### src/rtl/fetch_unit.sv
// fetch_unit: MIPS instruction fetch stage with PC, IF/ID register, one-entry skid buffer, redirect and halt
module fetch_unit #(
  parameter logic [31:0] PC_INIT = 32'h0000_0000
) (
  input  logic        CLK,
  input  logic        nRST,
  output logic        iREN,
  output logic [31:0] iaddr,
  input  logic        ihit,
  input  logic [31:0] iload,
  input  logic        stall,
  input  logic        redirect,
  input  logic [31:0] redirect_pc,
  input  logic        halt,
  output logic [31:0] instr,
  output logic [31:0] pc_out,
  output logic [31:0] npc,
  output logic        instr_valid
);
  localparam logic [0:0] FETCH  = 1'b0;
  localparam logic [0:0] HALTED = 1'b1;
  logic [0:0]  state;
  logic [31:0] pc, instr_q, buf_instr, buf_pc, buf_npc;
  logic        buf_valid, may_load, accept;
  // read enable drops while the skid buffer holds a word or once halted
  always_comb begin
    iREN     = (state == FETCH) && !buf_valid && nRST;
    accept   = ihit && iREN && !redirect;
    may_load = !instr_valid || !stall;
    iaddr    = pc;
    instr    = instr_valid ? instr_q : 32'h0;
  end
  // prioritised update: redirect, halt, buffer drain, accept, skid capture, bubble, hold
  always_ff @(posedge CLK) begin
    if (!nRST) begin
      state       <= FETCH;
      pc          <= PC_INIT;
      instr_valid <= 1'b0;
      instr_q     <= 32'h0;
      pc_out      <= 32'h0;
      npc         <= 32'h0;
      buf_valid   <= 1'b0;
      buf_instr   <= 32'h0;
      buf_pc      <= 32'h0;
      buf_npc     <= 32'h0;
    end else if (state == FETCH) begin
      if (redirect) begin
        pc          <= redirect_pc;
        instr_valid <= 1'b0;
        buf_valid   <= 1'b0;
      end else if (halt && instr_valid && !stall) begin
        state       <= HALTED;
        instr_valid <= 1'b0;
        buf_valid   <= 1'b0;
      end else if (buf_valid && may_load) begin
        instr_q     <= buf_instr;
        pc_out      <= buf_pc;
        npc         <= buf_npc;
        instr_valid <= 1'b1;
        buf_valid   <= 1'b0;
      end else if (accept && may_load) begin
        instr_q     <= iload;
        pc_out      <= pc;
        npc         <= pc + 32'd4;
        instr_valid <= 1'b1;
        pc          <= pc + 32'd4;
      end else if (accept) begin
        buf_instr   <= iload;
        buf_pc      <= pc;
        buf_npc     <= pc + 32'd4;
        buf_valid   <= 1'b1;
        pc          <= pc + 32'd4;
      end else if (may_load) begin
        instr_valid <= 1'b0;
      end
    end
  end
endmodule

### config.mk
export PLATFORM = sky130hd
export DESIGN_NAME = fetch_unit
export DESIGN_NICKNAME = d
export VERILOG_FILES = /design/src/rtl/fetch_unit.sv
export SDC_FILE = /design/constraint.sdc
export NUM_CORES = 1
export LEC_CHECK = 0
export CAP_MARGIN = 10
export CORE_MARGIN = 4
export CORE_UTILIZATION = 37
export CTS_BUF_LIST = sky130_fd_sc_hd__clkbuf_4 sky130_fd_sc_hd__clkbuf_8 sky130_fd_sc_hd__clkbuf_16
export DETAILED_ROUTE_END_ITERATION = 8
export PLACE_DENSITY_LB_ADDON = 0.08
export REMOVE_ABC_BUFFERS = 1
export SETUP_SLACK_MARGIN = 0.2
export SYNTH_ARGS = -nofsm -noshare
export SYNTH_HDL_FRONTEND = slang
export SYNTH_SLANG_ARGS = --single-unit
export TNS_END_PERCENT = 20
### constraint.sdc
create_clock -name CLK -period 2 [get_ports CLK]
set_input_delay 0.6 -clock CLK [delete_from_list [all_inputs] [get_ports CLK]]
set_output_delay 0.6 -clock CLK [all_outputs]
set_load 0.02 [all_outputs]
==> impl_metrics.tcl <==
set metrics [dict create \
    ant_nets 0 \
    start_kind "flip-flop" \
    cts_max_path_buffers 3 \
    worstPathCellList "buf_16 -> and2_1 -> buf_6" \
    cts-hold-fix-buffers 0 \
    top_layer "met5" \
    rr_endpoint "iaddr[18]" \
    wl_met3_um 2190 \
    slew_violations 0 \
    dp_hpwl_um 22100 \
    slew_headroom 0.581 \
    route.met2.wl_um 16000 \
    ys_ff_latch 223 \
    grt_max_degree 71 \
    worst_hold_startpoint "buf_instr[30]" \
    ir_drop_mv 0.518 \
    diodes 0 \
    yosys.area_share.adder 0.00127 \
    htree_levels 1 \
    finalClockSkew_ns 0.0176 \
    netSwitchingPower_mw 2.72 \
    wl_um 34300 \
    dr.first_iter.drc_count 839 \
    utilization 0.569 \
    synth_compound_area_frac 0.210 \
    cts_made_buffers 26 \
    clock-sinks 223 \
    track_usage 0.217 \
    syn_area_um2 9870 \
    syn_to_final_growth_pct 50.8 \
    power_frac_clock 0.447 \
    synthMuxAreaShare 0.00203 \
    power_frac_seq 0.427 \
    portBuffers 199 \
    routed_via_density 5.40 \
    path_delay_family "flip-flops" \
    combPwrFrac 0.126 \
    nFillCells 2417 \
    reg2reg_from "instr_valid" \
    p_int_mw 8.24 \
    synth_area_per_cell_um2 7.80 \
    netlist_instances 1265 \
    fp.coreArea_um2 26100 \
    synth_cell_types 60 \
    final_common_cell "nand2_1" \
    p_per_area_nw_per_um2 737 \
    root_buffer "clkbuf_16" \
    max_slew.worst_pin.slew_ns 0.628 \
    critical_path_buf_inv_count 2 \
    cp.required_ns 1.40 \
    cts.clk_slew.worst_paths_ns 0.06 \
    setup_viol 0 \
    finalSetupTns_ns 0 \
    crit_path_max_fanout 16 \
    period_share 0.987 \
    insertion_delay_ns 0.53 \
    power.leakage_nw 5.59 \
    ioPinCount 200 \
    route.vias.total 10100 \
    drc_errors 0 \
    antenna_found_initial 1 \
    final.min_clock_period_ns 1.97 \
    synth-edff-count 0 \
    first_pass_iters 6 \
    final_hold_viol_count 0 \
    crit_type "reg2out" \
    layout_common_cells "nand2_1, dfxtp_1, a21oi_1, buf_4, nor2_1" \
    whs_ns 0.453 \
    gp_congestion 0.853 \
    drive_gt1_frac 0.311 \
    cap_violations 0 \
    die_y_um 171 \
    nNetsFinal 1587 \
    cts_tree "yes" \
    async_flop_share 0 \
    wl_met1_um 15600 \
    initial_utilization 0.378 \
    grt_pass1_wl_um 51700 \
    wl_per_cell_um 18.3 \
    worst_ep_arrival_time_ns 1.37 \
    grt_pass1_vias 9199 \
    critPathMaxStageDelay_ns 0.41 \
    synth_top_family_by_area "simple AND/OR/NAND/NOR gates" \
    die_w_um 171 \
    synthXorXnorAreaFrac 0.0231 \
    synthSimpleGateAreaFrac 0.255 \
    switching_share 0.248 \
    grt_overflow 0 \
    fin_ws_ns 0.0259 \
    holdPathEnd "buf_instr[30]" \
    status "complete, no violations" \
    yosysWarnings 0 \
    ys.flop_type "dfxtp_1" \
    rr_worst_depth 9 \
    hp-class "reg2reg" \
    cp_slowest_cell "dfxtp_4" \
    holdPathStages 2 \
    endpoint_kind "primary output" \
    pre_cts_slack_ns -0.507 \
    core.rowCount 59 \
    reg2reg_slack_ns 0.08 \
    synth_seq_area_share 0.453 \
    dieArea_um2 29300 \
    rsz0062_at_grt "true" \
    timing.fmax_ghz 0.507 \
]
state kept, by name (all words and copies together) (netlist names):
register,cells
buf_valid,1
instr_q,32
instr_valid,1
buf_instr,32
pc_out,32
state,1
iaddr,32
buf_pc,32
npc,30
buf_npc,30
cell type report:
type	count	area [um^2]	share of cell area
multi-input cells	908	5500	0.370
flip-flops and latches	223	4520	0.304
repair buffers	352	3500	0.235
clock buffers	43	858	0.0577
well taps	335	419	0.0282
clock inverters	4	47.5	0.00320
inverters	5	23.8	0.00160
routing by layer:
metal / vias up / track usage
met3: 47 / 0.0342
li1: 4957 / -
met5: - / 0
met1: 4778 / 0.312
met2: 323 / 0.347
met4: 2 / 0.0437
cells in the mapped netlist, drive strengths merged, types with 2 or more instances:
| master | instances | area (um^2) |
|---|---|---|
| a31oi | 10 | 62.6 |
| a21oi | 126 | 631 |
| and3 | 16 | 100 |
| o21a | 3 | 22.5 |
| nor2 | 101 | 379 |
| a311oi | 64 | 561 |
| a41o | 2 | 20.0 |
| or4 | 5 | 42.5 |
| nand2b | 2 | 12.5 |
| nand3 | 43 | 215 |
| nand3b | 2 | 15.0 |
| a211oi | 10 | 75.1 |
| o21ai | 45 | 225 |
| o221ai | 14 | 123 |
| a31o | 3 | 26.3 |
| clkbuf | 92 | 347 |
| o22ai | 15 | 93.8 |
| or3 | 2 | 12.5 |
| a32o | 2 | 20.0 |
| buf | 37 | 183 |
| a211o | 2 | 17.5 |
| inv | 5 | 18.8 |
| xor2 | 14 | 123 |
| o31ai | 2 | 20.0 |
| nor3b | 2 | 15.0 |
| nand2 | 306 | 1150 |
| and2 | 34 | 213 |
| nand4 | 19 | 134 |
| o211ai | 4 | 30.0 |
| dfxtp | 223 | 4460 |
| mux2i | 2 | 20.0 |
| nor3 | 10 | 55.1 |
| xnor2 | 12 | 105 |
| a22oi | 6 | 45.0 |
| nor4 | 14 | 145 |
| o41ai | 3 | 33.8 |
| o311ai | 4 | 35.0 |
what timing repair did:
action	in CTS	in global routing
gates cloned	1	6
pin swaps	31	99
buffers inserted	8	12
gates resized for setup	604	172
endpoints found under the setup margin	316	248
tightest hold or removal path: stages, from the launching register on:
cell	delay, ns
dfxtp_1	0.31
nand2_1	0.05
a21oi_1	0.05
power by group through the flow:
stage               logic [mW]  clock network (mW)  registers [mW]
floorplan                0.406                   0            4.90
global placement          1.25                   0            4.77
detailed placement        1.26                   0            4.77
CTS                       1.28                5.03            4.68
global route              1.48                5.21            4.70
finish                    1.38                4.90            4.68
logic make-up after synthesis:
group / Yosys count
mux: 2
fa+ha+maj: 1
compound gates: 319
simple gates: 560
flops: 223
xor+xnor: 26
buf+inv: 134
worst max path at each step:
| stage | start | endpoint | slack [ns] | cells after the start |
|---|---|---|---|---|
| after CTS | instr_valid | instr[25] | 0.005 | 3 |
| final | instr_valid | instr[30] | 0.03 | 3 |
| after detailed placement | stall | instr_q[4] | -0.51 | 7 |
| after global routing | instr_valid | instr[30] | -0.02 | 3 |
| after global placement | stall | pc_out[28] | -0.45 | 7 |
| after floorplan | stall | npc[21] | -7.37 | 5 |
metrics by stage:
| step | std cells | cell area (um^2) | power, mW |
|---|---|---|---|
| 2_1_floorplan | 1136 | 9340 | 5.31 |
| 3_3_place_gp | 1796 | 13000 | 6.02 |
| 3_5_place_dp | 1796 | 13000 | 6.02 |
| 4_1_cts | 1852 | 14300 | 11.0 |
| 5_1_grt | 1870 | 14900 | 11.4 |
| 6_report | 1870 | 14900 | 11.0 |
No activity file was read; power rests on OpenSTA's default activity.
